File: src/rtl/mem_if_pkg.sv
// Shared definitions for the memory-interface stage: size and state encodings,
// default widths and byte-count helpers.
package mem_if_pkg;

  localparam int unsigned DEFAULT_ADDR_W = 9;
  localparam int unsigned DEFAULT_DATA_W = 32;

  typedef enum logic [1:0] {
    SIZE_BYTE = 2'b00,
    SIZE_HALF = 2'b01,
    SIZE_WORD = 2'b10,
    SIZE_RSVD = 2'b11
  } size_e;

  typedef enum logic [1:0] {
    IDLE = 2'b00,
    XFER = 2'b01,
    DONE = 2'b10
  } state_e;

  // Number of bytes moved for a given size; reserved size moves none.
  function automatic logic [2:0] byte_count(input logic [1:0] size);
    case (size)
      SIZE_BYTE: byte_count = 3'd1;
      SIZE_HALF: byte_count = 3'd2;
      SIZE_WORD: byte_count = 3'd4;
      default:   byte_count = 3'd0;
    endcase
  endfunction

  // Index of the final byte (n-1); doubles as the alignment mask.
  function automatic logic [1:0] last_index(input logic [1:0] size);
    return 2'(byte_count(size) - 3'd1);
  endfunction

endpackage

File: src/rtl/read_data_formatter.sv
// Turns the right-justified read shift register into a full-width word,
// sign- or zero-extending byte and halfword reads.
module read_data_formatter
  import mem_if_pkg::*;
#(
  parameter int unsigned DATA_W = DEFAULT_DATA_W
) (
  input  logic [DATA_W-1:0] i_shift,
  input  logic [1:0]        i_size,
  input  logic              i_sign,
  output logic [DATA_W-1:0] o_data
);

  // Extend from the top bit of the assembled field.
  always_comb begin
    o_data = i_shift;
    unique case (i_size)
      SIZE_BYTE: o_data = {{(DATA_W-8){i_sign & i_shift[7]}}, i_shift[7:0]};
      SIZE_HALF: o_data = {{(DATA_W-16){i_sign & i_shift[15]}}, i_shift[15:0]};
      default:   o_data = i_shift;
    endcase
  end

endmodule

File: src/rtl/ram_access_controller.sv
// Converts a MFA/MOC memory request into big-endian byte accesses on a
// byte-wide RAM with combinational read, one byte per cycle.
module ram_access_controller
  import mem_if_pkg::*;
#(
  parameter int unsigned ADDR_W = DEFAULT_ADDR_W,
  parameter int unsigned DATA_W = DEFAULT_DATA_W
) (
  input  logic              main_clk,
  input  logic              reset,
  input  logic              mfa,
  input  logic              rw,
  input  logic [1:0]        size,
  input  logic              sign,
  input  logic [ADDR_W-1:0] address,
  input  logic [DATA_W-1:0] data_in,
  output logic [DATA_W-1:0] data_out,
  output logic              moc,
  output logic              err,
  output logic [ADDR_W-1:0] ram_addr,
  output logic [7:0]        ram_wdata,
  output logic              ram_we,
  input  logic [7:0]        ram_rdata
);

  state_e            r_state, w_state_nxt;
  logic              r_rw, w_rw_nxt;
  logic              r_sign, w_sign_nxt;
  logic [1:0]        r_size, w_size_nxt;
  logic [DATA_W-1:0] r_wdata, w_wdata_nxt;
  logic [1:0]        r_idx, w_idx_nxt;
  logic [DATA_W-1:0] r_shift, w_shift_nxt;
  logic              r_err, w_err_nxt;
  logic              r_moc, w_moc_nxt;
  logic [ADDR_W-1:0] r_ram_addr, w_ram_addr_nxt;
  logic [7:0]        r_ram_wdata, w_ram_wdata_nxt;
  logic              r_ram_we, w_ram_we_nxt;

  logic [1:0]        w_last_req;
  logic [1:0]        w_last;
  logic [1:0]        w_next_sel;
  logic              w_bad;
  logic [7:0]        w_wbyte_first;
  logic [7:0]        w_wbyte_next;
  logic [DATA_W-1:0] w_fmt;

  // Request decode on the live inputs (only consumed in IDLE).
  assign w_last_req    = last_index(size);
  assign w_bad         = (size == SIZE_RSVD) || ((address[1:0] & w_last_req) != 2'b00);
  assign w_wbyte_first = data_in[{w_last_req, 3'b000} +: 8];

  // Big-endian: byte i of the transfer is data byte (n-1-i); next one is n-2-i.
  assign w_last       = last_index(r_size);
  assign w_next_sel   = w_last - r_idx - 2'd1;
  assign w_wbyte_next = r_wdata[{w_next_sel, 3'b000} +: 8];

  read_data_formatter #(
    .DATA_W (DATA_W)
  ) u_fmt (
    .i_shift (r_shift),
    .i_size  (r_size),
    .i_sign  (r_sign),
    .o_data  (w_fmt)
  );

  // State and registered-output update with synchronous reset.
  always_ff @(posedge main_clk) begin
    if (reset) begin
      r_state     <= IDLE;
      r_rw        <= 1'b0;
      r_sign      <= 1'b0;
      r_size      <= 2'b00;
      r_wdata     <= '0;
      r_idx       <= 2'd0;
      r_shift     <= '0;
      r_err       <= 1'b0;
      r_moc       <= 1'b0;
      r_ram_addr  <= '0;
      r_ram_wdata <= 8'h00;
      r_ram_we    <= 1'b0;
    end else begin
      r_state     <= w_state_nxt;
      r_rw        <= w_rw_nxt;
      r_sign      <= w_sign_nxt;
      r_size      <= w_size_nxt;
      r_wdata     <= w_wdata_nxt;
      r_idx       <= w_idx_nxt;
      r_shift     <= w_shift_nxt;
      r_err       <= w_err_nxt;
      r_moc       <= w_moc_nxt;
      r_ram_addr  <= w_ram_addr_nxt;
      r_ram_wdata <= w_ram_wdata_nxt;
      r_ram_we    <= w_ram_we_nxt;
    end
  end

  // Next-state logic; RAM bus values are set up one cycle ahead so they are registered.
  always_comb begin
    w_state_nxt     = r_state;
    w_rw_nxt        = r_rw;
    w_sign_nxt      = r_sign;
    w_size_nxt      = r_size;
    w_wdata_nxt     = r_wdata;
    w_idx_nxt       = r_idx;
    w_shift_nxt     = r_shift;
    w_err_nxt       = r_err;
    w_moc_nxt       = r_moc;
    w_ram_addr_nxt  = r_ram_addr;
    w_ram_wdata_nxt = r_ram_wdata;
    w_ram_we_nxt    = r_ram_we;

    unique case (r_state)
      IDLE: begin
        if (mfa) begin
          w_rw_nxt    = rw;
          w_sign_nxt  = sign;
          w_size_nxt  = size;
          w_wdata_nxt = data_in;
          w_idx_nxt   = 2'd0;
          w_shift_nxt = '0;
          if (w_bad) begin
            w_state_nxt = DONE;
            w_err_nxt   = 1'b1;
            w_moc_nxt   = 1'b1;
          end else begin
            w_state_nxt    = XFER;
            w_err_nxt      = 1'b0;
            w_ram_addr_nxt = address;
            w_ram_we_nxt   = ~rw;
            if (!rw) w_ram_wdata_nxt = w_wbyte_first;
          end
        end
      end
      XFER: begin
        if (r_rw) w_shift_nxt = {r_shift[DATA_W-9:0], ram_rdata};
        if (r_idx == w_last) begin
          w_state_nxt  = DONE;
          w_moc_nxt    = 1'b1;
          w_ram_we_nxt = 1'b0;
        end else begin
          w_idx_nxt      = r_idx + 2'd1;
          w_ram_addr_nxt = r_ram_addr + ADDR_W'(1);
          if (!r_rw) w_ram_wdata_nxt = w_wbyte_next;
        end
      end
      DONE: begin
        if (!mfa) begin
          w_state_nxt = IDLE;
          w_moc_nxt   = 1'b0;
          w_err_nxt   = 1'b0;
        end
      end
      default: begin
        w_state_nxt  = IDLE;
        w_moc_nxt    = 1'b0;
        w_err_nxt    = 1'b0;
        w_ram_we_nxt = 1'b0;
      end
    endcase
  end

  // Read data is only presented for successful reads while complete.
  assign data_out  = (r_state == DONE && r_rw && !r_err) ? w_fmt : '0;
  assign moc       = r_moc;
  assign err       = r_err;
  assign ram_addr  = r_ram_addr;
  assign ram_wdata = r_ram_wdata;
  assign ram_we    = r_ram_we;

endmodule
File: config.mk
export PLATFORM = sky130hd
export DESIGN_NAME = ram_access_controller
export DESIGN_NICKNAME = d
export VERILOG_FILES = /design/src/rtl/mem_if_pkg.sv /design/src/rtl/read_data_formatter.sv /design/src/rtl/ram_access_controller.sv
export SDC_FILE = /design/constraint.sdc
export NUM_CORES = 1
export LEC_CHECK = 0
export ABC_CLOCK_PERIOD_IN_PS = 3200
export CELL_PAD_IN_SITES_DETAIL_PLACEMENT = 0
export CELL_PAD_IN_SITES_GLOBAL_PLACEMENT = 1
export CORE_MARGIN = 1
export CORE_UTILIZATION = 47
export CTS_BUF_LIST = sky130_fd_sc_hd__clkbuf_2
export DETAILED_ROUTE_END_ITERATION = 12
export DONT_BUFFER_PORTS = 1
export PLACE_DENSITY_LB_ADDON = 0.1
export SLEW_MARGIN = 40
export SYNTH_ARGS = -nofsm -noshare
export SYNTH_HDL_FRONTEND = slang
export SYNTH_SLANG_ARGS = --single-unit
File: constraint.sdc
create_clock -name main_clk -period 3.2 [get_ports main_clk]
set_input_delay 0.8 -clock main_clk [delete_from_list [all_inputs] [get_ports main_clk]]
set_output_delay 0.8 -clock main_clk [all_outputs]
set_load 0.05 [all_outputs]
==> impl_metrics.yaml <==
finish:
  drive_gt1_share_pct: 11.4
  fin_area_mm2: 0.00462
  diodes: 0
  nNetsFinal: 617
  fillers: 916
  regArea_mm2: 0.00184
  layout_commonest_cell: "nand2_1"
  most-common-layout-cells: "nand2_1 (122), dfxtp_1 (91), a21oi_1 (76), nor2_1 (43), buf_4 (34)"
  multi_input_area_mm2: 0.00225
  area_delta_synth_final_pct: 7.38
floorplanning:
  num_rows: 34
  die_y_um: 97.7
  die_w_um: 97.7
  core_area_mm2: 0.00881
  die_area_mm2: 0.00955
  initial_core_util_pct: 48.9
  pin_count: 108
worst_setup_path:
  cp-start-kind: "flip-flop"
  crit_chain: "and4bb_2 -> o21ai_2 -> a21oi_1 -> buf_4"
  r2r_setup_slack_ns: 0.77
  crit_path_max_fanout: 16
  cpMaxStageDelayCell: "dfxtp_2"
  worstPathRequired_ns: 2.40
  worst_setup_path_end_kind: "output port"
  slowest_delay_ns: 0.50
  crit_type: "flip-flop to output port"
  cp.arrival_ns: 2.10
power:
  finalPower_uw: 2170
  cellPowerDensity_mw_per_mm2: 470
  p_comb_share_pct: 16.7
  power_frac_clock_pct: 21.4
  pwr-share-seq_pct: 61.9
  power.switching_uw: 724
  power_leakage_uw: 0.00173
  irDropWorstVdd_mv: 0.232
  p_int_uw: 1450
  switching_share_pct: 33.3
route:
  drc: 16
  ant_nets: 0
  drt_iter0_markers: 207
  vias: 3819
  wl_per_cell_um: 16.2
  dr.pass1.iters: 9
  via_per_inst: 5.71
  wirelength_um: 10900
run_status:
  status: "finished, violations left"
  violations: "DRC"
synth:
  synth-seq-cells: 92
  ys.flop_type: "dfxtp_1"
  synth_edf_count: 0
  async_flop_share_pct: 0
  synth_nets: 611
  syn_inst: 552
  ys_seq_area_share_pct: 42.8
  yosysWarnings: 0
  avgSynthCellArea_um2: 7.80
  synthDistinctLibCells: 48
  syn_area_mm2: 0.00431
global_routing:
  grt_pass1_vias: 3619
  overflow: 0
  antenna_found_initial: 0
  track_usage_pct: 23.6
  grt_max_degree: 87
  grt_pass1_wl_um: 18200
sta:
  tns_ns: 0
  report.final.hold_viol_count: 0
  max_freq_mhz: 345
  worst_slew_pin_slew_ns: 0.666
  period_needed_ns: 2.90
  slew_viol_final: 0
  skew_ns: 0.0319
  period_share_pct: 90.7
  rsz0062_at_grt: "false"
  maxSlewHeadroom_pct: 55.6
  setup_viol: 0
clocking:
  clock_sinks: 92
  clk_path_buf_depth: 2
  clock-root-buffer: "clkbuf_2"
  clkTransAtPathRegs_ns: 0.23
  hold_buffers: 0
  numCtsBuffers: 9
  cts_tree: "done"
  htreeDepth: 3
  insertion_delay_ns: 0.53
hold_path:
  hp-class: "input pin to flip-flop"
run:
  max-cap-violations: 0
place:
  dpl.hpwl_um: 7340
  port_buffers: 0
  placement.cell_area_mm2: 0.00455
  gp_congestion: 0.782
[path summary, 6_finish.rpt]
path                             startpoint            to  depth (start not counted)
worst min register to register  r_wdata[14]   r_wdata[14]                          2
worst min-delay path                  reset   ram_addr[0]                          1
worst max-delay path             r_state[1]  data_out[28]                          4
worst max register to register    r_size[0]   ram_addr[2]                          7
[layer usage]
| layer | GRT usage, % | up-vias | part of all wire [%] |
|---|---|---|---|
| met5 | 0 | - | 0 |
| met4 | 5.01 | 0 | 0.81 |
| met3 | 7.27 | 9 | 6.9 |
| met2 | 38.6 | 100 | 47 |
| met1 | 30.6 | 1786 | 45 |
| li1 | - | 1924 | - |
[what timing repair did]
item / 4_1_cts / 5_1_grt
resized for setup: 1 / 1
setup endpoints to repair: 1 / 16
buffers inserted: 0 / 0
[layout make-up]
type,count,share of cell area (%)
Clock inverter,3,0.352
Sequential cell,92,39.9
Clock buffer,11,1.19
Inverter,19,1.54
Tap cell,108,2.92
Multi-Input combinational cell,402,48.6
Timing Repair Buffer,34,5.52
[power by group through the flow]
stage          clock [µW]  sequential (µW)  combinational (µW)
6_report              464             1340                 363
5_1_grt               536             1360                 410
4_1_cts               485             1340                 367
3_5_place_dp            0             1370                 366
3_3_place_gp            0             1360                 359
2_1_floorplan           0             1360                 308
[flip-flops by register name (all words and copies together) (netlist names)]
register,flops
r_shift,32
r_wdata,32
ram_addr,9
ram_wdata,8
r_idx,2
r_size,2
r_state,2
err,1
moc,1
r_rw,1
r_sign,1
ram_we,1
[stage by stage]
stage / worst slack (ns) / std cells / hold slack [ns] / utilization (%)
3_3_place_gp: 0.593 / 655 / 0.435 / 51.6
4_1_cts: 0.0802 / 669 / 0.251 / 52.5
3_5_place_dp: 0.643 / 655 / 0.439 / 51.7
5_1_grt: 0.0274 / 669 / 0.209 / 52.5
6_report: 0.298 / 669 / 0.294 / 52.5
2_1_floorplan: 0.311 / 552 / 0.433 / -
[cell families (layout without fill, tap and decap cells)]
family                   Yosys count  after routing  share of synthesized area, %
AND/OR/NAND/NOR                  215            215                          21.4
flip-flops                        92             92                          42.8
XOR/XNOR                           2              2                         0.755
buffers and inverters             58             67                          5.23
AO/OA/AOI/OAI                    158            158                          22.7
multiplexers                      24             24                          6.33
adder cells (fa/ha/maj)            3              3                         0.872
[critical path: cells and delay by family (launching register included)]
kind / cells / cell delay, ns
AND/OR/NAND/NOR: 1 / 0.39
buffers and inverters: 1 / 0.22
flip-flops: 1 / 0.50
AO/OA/AOI/OAI: 2 / 0.45
[cell usage after synthesis, types with 2 or more instances]
master | instances | area [µm²]
mux2i_1 | 16 | 160
o211ai_1 | 14 | 105
nand3_1 | 15 | 75.1
nand3b_1 | 2 | 15.0
nor3_1 | 4 | 20.0
a311oi_1 | 3 | 26.3
buf_2 | 3 | 15.0
o32ai_1 | 3 | 26.3
and2_1 | 9 | 56.3
nor4_1 | 2 | 12.5
ha_1 | 3 | 37.5
o21ai_0 | 15 | 75.1
a21oi_1 | 76 | 380
clkbuf_1 | 34 | 128
mux2_2 | 6 | 67.6
mux4_2 | 2 | 45.0
nor2_1 | 45 | 169
nor2b_1 | 5 | 31.3
nand2_1 | 122 | 458
inv_1 | 18 | 67.6
o21a_1 | 2 | 15.0
nand2b_1 | 3 | 18.8
a22oi_1 | 32 | 240
dfxtp_1 | 92 | 1840
nand4_1 | 2 | 12.5
a211oi_1 | 2 | 15.0
(Power assumes the default switching activity.)
